$ cat config.mk
export PLATFORM = sky130hd
export DESIGN_NAME = spi_eeprom_fetch
export DESIGN_NICKNAME = d
export VERILOG_FILES = /design/src/rtl/spi_eeprom_fetch.sv
export SDC_FILE = /design/constraint.sdc
export NUM_CORES = 1
export LEC_CHECK = 0
export CORE_MARGIN = 2
export CORE_UTILIZATION = 42
export CTS_CLUSTER_SIZE = 20
export DETAILED_ROUTE_END_ITERATION = 12
export PLACE_DENSITY = 0.72
export SETUP_SLACK_MARGIN = 0.4
export SLEW_MARGIN = 40
export SYNTH_ARGS = -nofsm -noshare
export SYNTH_HDL_FRONTEND = slang
export SYNTH_SLANG_ARGS = --single-unit
export TNS_END_PERCENT = 20
$ cat constraint.sdc
create_clock -name clk -period 2.95 [get_ports clk]
set_input_delay 0.4425 -clock clk [delete_from_list [all_inputs] [get_ports clk]]
set_output_delay 0.4425 -clock clk [all_outputs]
set_load 0.03 [all_outputs]
$ cat src/rtl/spi_eeprom_fetch.sv
// rtl/spi_eeprom_fetch.sv - SPI EEPROM sequential reader (READ 0x03) feeding a small byte/address buffer.
module spi_eeprom_fetch #(
    parameter int ADDR_W     = 10,
    parameter int FIFO_DEPTH = 4
) (
    input  logic              clk,
    input  logic              rst_n,
    input  logic              start,
    input  logic [ADDR_W-1:0] start_addr,
    input  logic [ADDR_W-1:0] end_addr,
    input  logic              abort,
    output logic              spi_cs_n,
    output logic              spi_sck,
    output logic              spi_copi,
    input  logic              spi_cipo,
    output logic [7:0]        byte_data,
    output logic [ADDR_W-1:0] byte_addr,
    output logic              byte_valid,
    input  logic              byte_ready,
    output logic              busy,
    output logic              done
);

    localparam int PTR_W    = $clog2(FIFO_DEPTH);
    localparam int CNT_W    = PTR_W + 1;
    localparam int ROOM_LIM = FIFO_DEPTH - 2;

    typedef enum logic [2:0] {IDLE, CMD, ADDRH, ADDRL, DATA, PAUSE, DRAIN} state_t;

    state_t            state;
    logic [ADDR_W-1:0] addr;
    logic [ADDR_W-1:0] last_addr;
    logic [7:0]        tx_sh;
    logic [7:0]        rx_sh;
    logic [2:0]        bit_cnt;
    logic              push_q;
    logic [7:0]        push_data;
    logic [ADDR_W-1:0] push_addr;
    logic              done_q;

    logic [7:0]        mem_data [FIFO_DEPTH];
    logic [ADDR_W-1:0] mem_addr [FIFO_DEPTH];
    logic [PTR_W-1:0]  wr_ptr;
    logic [PTR_W-1:0]  rd_ptr;
    logic [CNT_W-1:0]  count;
    logic [CNT_W-1:0]  count_next;
    logic [CNT_W:0]    occupied;
    logic              valid_q;

    logic              flush;
    logic              pop;
    logic              room_ok;
    logic              last_out;
    logic [15:0]       addr_ext;

    assign addr_ext   = 16'(addr);
    assign flush      = abort && (state != IDLE);
    assign pop        = valid_q && byte_ready;
    assign count_next = count + CNT_W'(push_q) - CNT_W'(pop);

    // A byte still waiting in push_q already owns a slot, so it counts as occupied.
    assign occupied   = {1'b0, count} + {{CNT_W{1'b0}}, push_q};
    assign room_ok    = (int'(occupied) <= ROOM_LIM);
    assign last_out   = (state == DRAIN) && pop && (count == CNT_W'(1)) && !push_q && !abort;

    assign byte_valid = valid_q;
    assign byte_data  = mem_data[rd_ptr];
    assign byte_addr  = mem_addr[rd_ptr];
    assign busy       = (state != IDLE);
    assign done       = done_q | last_out;

    always_ff @(posedge clk or negedge rst_n) begin
        if (!rst_n) begin
            state     <= IDLE;
            addr      <= '0;
            last_addr <= '0;
            tx_sh     <= '0;
            rx_sh     <= '0;
            bit_cnt   <= '0;
            push_q    <= 1'b0;
            push_data <= '0;
            push_addr <= '0;
            done_q    <= 1'b0;
            spi_cs_n  <= 1'b1;
            spi_sck   <= 1'b0;
            spi_copi  <= 1'b0;
        end else if (flush) begin
            state    <= IDLE;
            push_q   <= 1'b0;
            done_q   <= 1'b1;
            spi_cs_n <= 1'b1;
            spi_sck  <= 1'b0;
            spi_copi <= 1'b0;
        end else begin
            done_q <= 1'b0;
            push_q <= 1'b0;
            case (state)
                IDLE: begin
                    if (start && !abort) begin
                        state     <= CMD;
                        addr      <= start_addr;
                        last_addr <= end_addr;
                        tx_sh     <= 8'h03;
                        bit_cnt   <= '0;
                    end
                end
                CMD, ADDRH, ADDRL, DATA: begin
                    // First CMD cycle only lowers CS and presents the command MSB.
                    if (spi_cs_n) begin
                        spi_cs_n <= 1'b0;
                        spi_copi <= tx_sh[7];
                    end else if (!spi_sck) begin
                        spi_sck <= 1'b1;
                        rx_sh   <= {rx_sh[6:0], spi_cipo};
                    end else begin
                        spi_sck <= 1'b0;
                        if (bit_cnt != 3'd7) begin
                            bit_cnt  <= bit_cnt + 1'b1;
                            tx_sh    <= {tx_sh[6:0], 1'b0};
                            spi_copi <= tx_sh[6];
                        end else begin
                            bit_cnt <= '0;
                            case (state)
                                CMD: begin
                                    state    <= ADDRH;
                                    tx_sh    <= addr_ext[15:8];
                                    spi_copi <= addr_ext[15];
                                end
                                ADDRH: begin
                                    state    <= ADDRL;
                                    tx_sh    <= addr_ext[7:0];
                                    spi_copi <= addr_ext[7];
                                end
                                ADDRL: begin
                                    state    <= DATA;
                                    tx_sh    <= '0;
                                    spi_copi <= 1'b0;
                                end
                                default: begin
                                    push_q    <= 1'b1;
                                    push_data <= rx_sh;
                                    push_addr <= addr;
                                    addr      <= addr + 1'b1;
                                    if (addr == last_addr) begin
                                        state    <= DRAIN;
                                        spi_cs_n <= 1'b1;
                                    end else if (!room_ok) begin
                                        state <= PAUSE;
                                    end
                                end
                            endcase
                        end
                    end
                end
                PAUSE: begin
                    if (room_ok) begin
                        state <= DATA;
                    end
                end
                DRAIN: begin
                    if (last_out) begin
                        state <= IDLE;
                    end
                end
                default: state <= IDLE;
            endcase
        end
    end

    always_ff @(posedge clk or negedge rst_n) begin
        if (!rst_n) begin
            wr_ptr  <= '0;
            rd_ptr  <= '0;
            count   <= '0;
            valid_q <= 1'b0;
            for (int i = 0; i < FIFO_DEPTH; i++) begin
                mem_data[i] <= '0;
                mem_addr[i] <= '0;
            end
        end else if (flush) begin
            wr_ptr  <= '0;
            rd_ptr  <= '0;
            count   <= '0;
            valid_q <= 1'b0;
        end else begin
            if (push_q) begin
                mem_data[wr_ptr] <= push_data;
                mem_addr[wr_ptr] <= push_addr;
                wr_ptr           <= wr_ptr + 1'b1;
            end
            if (pop) begin
                rd_ptr <= rd_ptr + 1'b1;
            end
            count   <= count_next;
            valid_q <= (count_next != '0);
        end
    end

endmodule

==> results of run 1 <==
## registers in the layout (all words and copies together), names as in the netlist, 3 cells and up
name / flops
count: 3
mem_data: 32
push_data: 8
push_addr: 10
bit_cnt: 3
mem_addr: 40
tx_sh: 8
addr: 10
rx_sh: 8
state: 3
last_addr: 10
## metrics by stage
stage	worst slack (ns)	power, W	instance area [um2]	utilization [%]
after floorplan	0.826	0.00416	7060	-
after global placement	0.580	0.00468	7760	47.0
after detailed placement	0.521	0.00476	7760	47.0
after CTS	0.174	0.00687	8340	50.4
after global routing	0.132	0.00720	8380	50.7
final	0.228	0.00681	8380	50.7
## kinds of logic (layout without fill, tap and decap cells)
group,count (synthesis),count (layout)
mux,136,136
flops,145,145
simple gates,95,95
xor+xnor,16,16
fa+ha+maj,13,13
compound gates,75,75
buf+inv,46,107
## path summary, 6_finish.rpt
kind | from | to | slack, ns | cells past startpoint
hold reg to reg | mem_data[5] | mem_data[5] | 0.50 | 1
hold / removal | rst_n | push_addr[7] | 0.47 | 2
setup / recovery | rd_ptr[0] | byte_addr[0] | 0.23 | 3
setup reg to reg | bit_cnt[0] | push_addr[9] | 0.66 | 6
max in group asynchronous | rst_n | rx_sh[0] | 1.55 | 4
min in group clk | mem_data[5] | mem_data[5] | 0.50 | 1
## worst max-delay path, delay by kind of cell (launching register included)
kind,cells,cell delay (ns)
mux,1,0.53
flops,1,0.47
buf+inv,2,0.84
## cell type report
type	count	area [um2]
Tap cell	220	275
Timing Repair Buffer	62	653
Clock buffer	25	475
Inverter	13	48.8
Fill cell	1364	8140
Sequential cell	145	3630
Multi-Input combinational cell	335	3200
Clock inverter	7	101
## cells in the final DEF, fill, tap and decap left out, types with 3 or more instances in the layout
cell | netlist | layout
clkbuf_8 | 0 | 3
and2_1 | 4 | 4
ha_1 | 12 | 12
nor3_1 | 5 | 5
o22ai_1 | 7 | 7
a21oi_1 | 20 | 20
nand3_4 | 4 | 4
nor2b_1 | 4 | 4
nand4_1 | 3 | 3
mux2_4 | 18 | 18
xnor2_1 | 14 | 14
mux4_2 | 18 | 18
mux2_2 | 97 | 97
dlygate4sd2_1 | 0 | 3
buf_12 | 0 | 3
clkbuf_16 | 0 | 17
inv_1 | 12 | 12
nor2_1 | 23 | 23
nand2b_1 | 5 | 5
dlymetal6s2s_1 | 0 | 3
a22o_1 | 6 | 6
mux2i_1 | 3 | 3
clkbuf_1 | 16 | 6
nand3_1 | 8 | 8
nor4_1 | 3 | 3
nand2_1 | 19 | 19
dfrtp_1 | 144 | 144
buf_4 | 0 | 9
o21ai_0 | 14 | 14
a31oi_1 | 5 | 5
clkdlybuf4s50_1 | 0 | 41
## metal layers
| metal | vias to the layer above | GRT usage, % |
|---|---|---|
| li1 | 2026 | - |
| met1 | 2221 | 22.3 |
| met2 | 98 | 28.4 |
| met3 | 25 | 4.19 |
| met4 | 0 | 5.73 |
| met5 | - | 0 |
## timing repair
item	CTS	global route
buffers inserted	0	0
hold buffers	0	1
setup endpoints to repair	17	19
resized for setup	3	3
endpoints found under the hold margin	0	20
## report_power, final
group	switching [W]	internal, W
Sequential	0.000400	0.00233
Clock	0.000787	0.00130
Combinational	0.00106	0.000937
==> flow_summary_export.csv, run 1 <==
group,metric,value,unit
outcome,status,"finished, final reports clean",
route,wl,14400,um
floorplanning,die_h,134,um
grt,antenna_found_initial,0,
route,routed-wl-met2,7170,um
route,highest_layer,"met4",
sta,period_needed,2.72,ns
pwr,leakage,3.91,nW
cells_and_area,final_cells,807,
yosys,yosysTopAreaCellShare,51.0,%
worst_setup_path,critical_path_class,"register to output pin",
sta,skew,0.00524,ns
sta,final_hold_viol_count,0,
placed_design,place.gp.congestion,0.846,
worst_setup_path,required,2.51,ns
sta,finalSetupViolCount,0,
placed_design,placed_cells,773,
yosys,synth_edf_count,0,
floorplanning,dieArea,0.0179,mm2
yosys,synth_top_area_cell,"dfrtp_1",
min_path,worst_hold_path_type,"primary input to async pin",
worst_setup_path,slowest_stage,"clkdlybuf4s50_1",
worst_setup_path,cpPeakStageDelay,0.61,ns
cells_and_area,drive_gt1_share,32.2,%
grt,grt_pass1_wl,23800,um
yosys,synth_seq_cells,145,
floorplanning,core,0.0165,mm2
floorplanning,num_rows,47,
clock_tree,cts_sinks,145,
floorplanning,dieWidth,134,um
worst_setup_path,start_kind,"register",
route,route.met3.wl,452,um
worst_setup_path,cp_cell_sequence,"buf_12 > mux4_2 > clkdlybuf4s50_1",
clock_tree,cts_buffers,17,
route,drc,0,
cells_and_area,insertedDiodeCount,0,
route,firstDrtPassIters,4,
sta,worstMarginPinSlew,0.621,ns
route,post_drt_wl_per_cell,17.8,um
sta,rsz0062_at_grt,"yes",
yosys,synth_common_cells,"dfrtp_1 (144), mux2_2 (97), nor2_1 (23)",
worst_setup_path,worstSetupEndpointType,"output pin",
sta,tns,0,ns
yosys,synth_compound_area_share,7.46,%
clock_tree,cts_root_buf,"clkbuf_16",
yosys,netlist_area,0.00706,mm2
job,cap_viol_max_count,0,
yosys,synthFlopType,"dfrtp_1",
clock_tree,h-tree-depth,4,
yosys,synthTopCellsByArea,"dfrtp_1 (51%), mux2_2 (15%), mux4_2 (5.7%)",
yosys,ys_seq_area_share,51.4,%
pwr,power_density,813,mW/mm2
yosys,synth_top_family_by_area,"multiplexers",
clock_tree,cts_buffer_depth,2,
placed_design,dp_hpwl,9590,um
route,num_vias,4370,
yosys,async_flop_share,100,%
sta,hold_ws,0.466,ns
yosys,synth_cell_types,64,
route,drt_iter0_drc,268,
route,drt.antenna.violating_nets,0,
yosys,synth.mux.area_fraction,25.5,%
route,wirelength_met1,6500,um
floorplanning,start_util,42.7,%
yosys,yosysWarnings,0,
yosys,synth_nets,565,
clock_tree,clk_pin_slew,0.06,ns
sta,drv_slew,0,
cells_and_area,area_growth,18.7,%
sta,fin_crit_sh,92.3,%
clock_tree,clk_latency,0.41,ns
clock_tree,cts_tree,"done",
yosys,synth_fa_ha_area_share,2.41,%
yosys,synthCells,526,
yosys,synth_xor_area_share,1.98,%
grt,grt_pass1_vias,4614,
floorplanning,io_pins,50,
grt,track_usage,17.2,%
grt,grt_overflow_total,0,
yosys,syn_area_per_cell,13.4,um2
worst_setup_path,arrival,2.28,ns
yosys,synthSimpleGateAreaFrac,7.92,%
worst_setup_path,path_max_fanout,17,
sta,maxSlewHeadroom,58.5,%
sta,max_freq,367,MHz
yosys,synthMostInstantiatedCell,"dfrtp_1",
pwr,irDropWorstVdd,0.464,mV
cells_and_area,num-nets-final,613,
grt,grt_max_degree,93,
route,vias_per_cell,5.42,
placed_design,portBuffers,49,
No activity file was read; power rests on OpenSTA's default activity.
==> run 2: changes to the inputs <==
- CELL_PAD_IN_SITES_DETAIL_PLACEMENT: default -> 1
- CELL_PAD_IN_SITES_GLOBAL_PLACEMENT: default -> 2
- PLACE_DENSITY: 0.72 -> 0.92
- clock period: 2.95 -> 2.7 ns (I/O delays scaled with it)
==> run 2 against run 1 <==
Net effect:
- global-route usage up 3.1 points
- clock power up 15%
- worst hold slack better by 0.033 ns
- non-clock buffer count up 9
- flip-flop and latch count unchanged
- power up 13%
- highest routed layer unchanged
==> flow_summary_export.csv, run 2 (synthesis gave the netlist of run 1 again) <==
group,metric,value,unit
route,firstDrtPassIters,6,
sta,finalSetupViolCount,0,
min_path,hp-start,"bit_cnt[0]",
sta,worstMarginPinSlew,0.721,ns
worst_setup_path,path_buf_inv,2,
sta,rsz0062_at_grt,"yes",
cells_and_area,num-nets-final,622,
grt,grt_use_met2,34.5,%
grt,track_usage,20.3,%
grt,grt_max_degree,64,
cells_and_area,largest_reg_flops,40,
sta,tns,0,ns
worst_setup_path,start_kind,"register",
job,cap_viol_max_count,0,
grt,grt_pass1_wl,27800,um
grt,busiest_layer,"met2",
route,wl,17100,um
route,drt_iter0_drc,263,
clock_tree,cts_tree,"done",
sta,max_freq,433,MHz
pwr,p_clk_share,31.0,%
worst_setup_path,critical_path_class,"register to output pin",
worst_setup_path,arrival,1.91,ns
grt,grt_pass1_vias,5084,
clock_tree,clk_latency,0.43,ns
floorplanning,dieArea,0.0179,mm2
floorplanning,die_h,134,um
worst_setup_path,path_max_fanout,16,
placed_design,portBuffers,49,
grt,grt_overflow_total,0,
cells_and_area,final_cell_mix,"dfrtp_1 (144), mux2_2 (97), buf_4 (29), clkdlybuf4s50_1 (28), nor2_1 (23)",
cells_and_area,drive_gt1_share,36.4,%
route,drt.antenna.violating_nets,0,
clock_tree,h-tree-depth,4,
clock_tree,cts_buffer_depth,2,
clock_tree,cts_sinks,145,
pwr,comb_power_share,30.4,%
pwr,p_switching,0.00263,W
sta,maxSlewHeadroom,51.8,%
placed_design,dp_hpwl,11300,um
pwr,leakage,3.93,nW
worst_setup_path,required,2.30,ns
floorplanning,start_util,42.7,%
outcome,status,"finished, final reports clean",
worst_setup_path,worstReg2RegStart,"bit_cnt[0]",
cells_and_area,area_growth,19.3,%
sta,skew,0.00963,ns
floorplanning,io_pins,50,
pwr,pwr-share-seq,38.6,%
min_path,whs_path_depth,1,
grt,met3_usage,4.79,%
pwr,power_density,917,mW/mm2
sta,final_hold_viol_count,0,
pwr,switching_share,34.1,%
cells_and_area,fillCellCount,1653,
cells_and_area,largest_register,"mem_addr",
sta,drv_slew,0,
worst_setup_path,worstSetupEndpointType,"output pin",
clock_tree,cts_root_buf,"clkbuf_16",
clock_tree,clk_pin_slew,0.06,ns
cells_and_area,layout.cells.most_common,"dfrtp_1",
worst_setup_path,cp_cell_sequence,"buf_12 > mux4_2 > dlygate4sd2_1",
pwr,irDropWorstVdd,0.516,mV
floorplanning,dieWidth,134,um
cells_and_area,reg_top3,"mem_addr: 40 flops, mem_data: 32 flops",
route,post_drt_wl_per_cell,20.9,um
route,drc,0,
worst_setup_path,slowest_stage,"mux4_2",
sta,fin_crit_sh,85.6,%
worst_setup_path,cpPeakStageDelay,0.50,ns
worst_setup_path,r2r_end,"push_data[7]",
pwr,internal_power,0.00509,W
cells_and_area,fin_area,0.00842,mm2
floorplanning,core,0.0165,mm2
route,num_vias,4535,
clock_tree,cts_buffers,17,
sta,period_needed,2.31,ns
worst_setup_path,r2r.worst_path.cells,6,
grt,gr-usage-met1,25.3,%
placed_design,dpl-instance-area,0.00776,mm2
worst_setup_path,reg2reg_setup_slack,0.42,ns
min_path,worst_hold_path_type,"register to register",
min_path,whs_endpoint,"bit_cnt[0]",
cells_and_area,insertedDiodeCount,0,
grt,antenna_found_initial,0,
placed_design,place.gp.congestion,0.853,
floorplanning,num_rows,47,
route,vias_per_cell,5.56,
worst_setup_path,crit_family,"buffers and inverters",
-- run 2: area by class of cell --
class                           instances  area (um2)  area share [%]
Tap cell                              220         275            3.27
Multi-Input combinational cell        335        3210            38.1
Clock inverter                          9         118            1.40
Inverter                               13        48.8           0.579
Clock buffer                           23         488            5.79
Sequential cell                       145        3630            43.1
Timing Repair Buffer                   71         657            7.80
-- run 2: how the worst max path moves through the flow --
stage | depth (start not counted) | to | startpoint | slack, ns
5_1_grt | 6 | push_data[7] | bit_cnt[0] | 0.31
3_5_place_dp | 9 | byte_valid | byte_ready | 0.30
6_report | 3 | byte_data[5] | rd_ptr[0] | 0.39
2_1_floorplan | 6 | state[0] | push_q | 0.58
3_3_place_gp | 9 | byte_valid | byte_ready | 0.38
4_1_cts | 3 | byte_data[5] | rd_ptr[0] | 0.36
-- run 2: layer usage --
layer	vias up	share of wire, %
met3	33	4.0
met1	2357	43
met4	0	2.2
li1	2045	-
met2	100	51
met5	-	0
-- run 2: what timing repair did --
item	CTS	global route
setup endpoints to repair	10	47
gates resized for setup	19	2
endpoints found under the hold margin	48	0
buffers inserted	3	2
pin swaps	0	1
cloned	0	0
hold buffers	1	0
-- run 2: through the flow --
step                      hold WS, ns  utilization, %  instances  total power (W)  worst slack [ns]
after detailed placement        0.439            47.0        778          0.00529             0.302
after global placement          0.427            47.0        778          0.00516             0.378
after global routing            0.519            51.0        816          0.00817             0.309
after floorplan                 0.109               -        526          0.00455             0.576
final                           0.499            51.0        816          0.00772             0.390
after CTS                       0.506            50.9        814          0.00777             0.363
-- run 2: power by group through the flow --
stage	registers [W]	logic, W	clock network [W]
CTS	0.00298	0.00235	0.00244
floorplan	0.00283	0.00172	0
global route	0.00303	0.00259	0.00255
finish	0.00298	0.00234	0.00239
global placement	0.00298	0.00218	0
detailed placement	0.00301	0.00229	0
-- run 2: worst reg2reg max path: stages (launching register included) --
cell and delay [ns]:
dfrtp_1 0.37, ha_1 0.16, ha_1 0.16, nor2b_1 0.28, nand2_1 0.22, or3_4 0.61
mux2_4 0.37
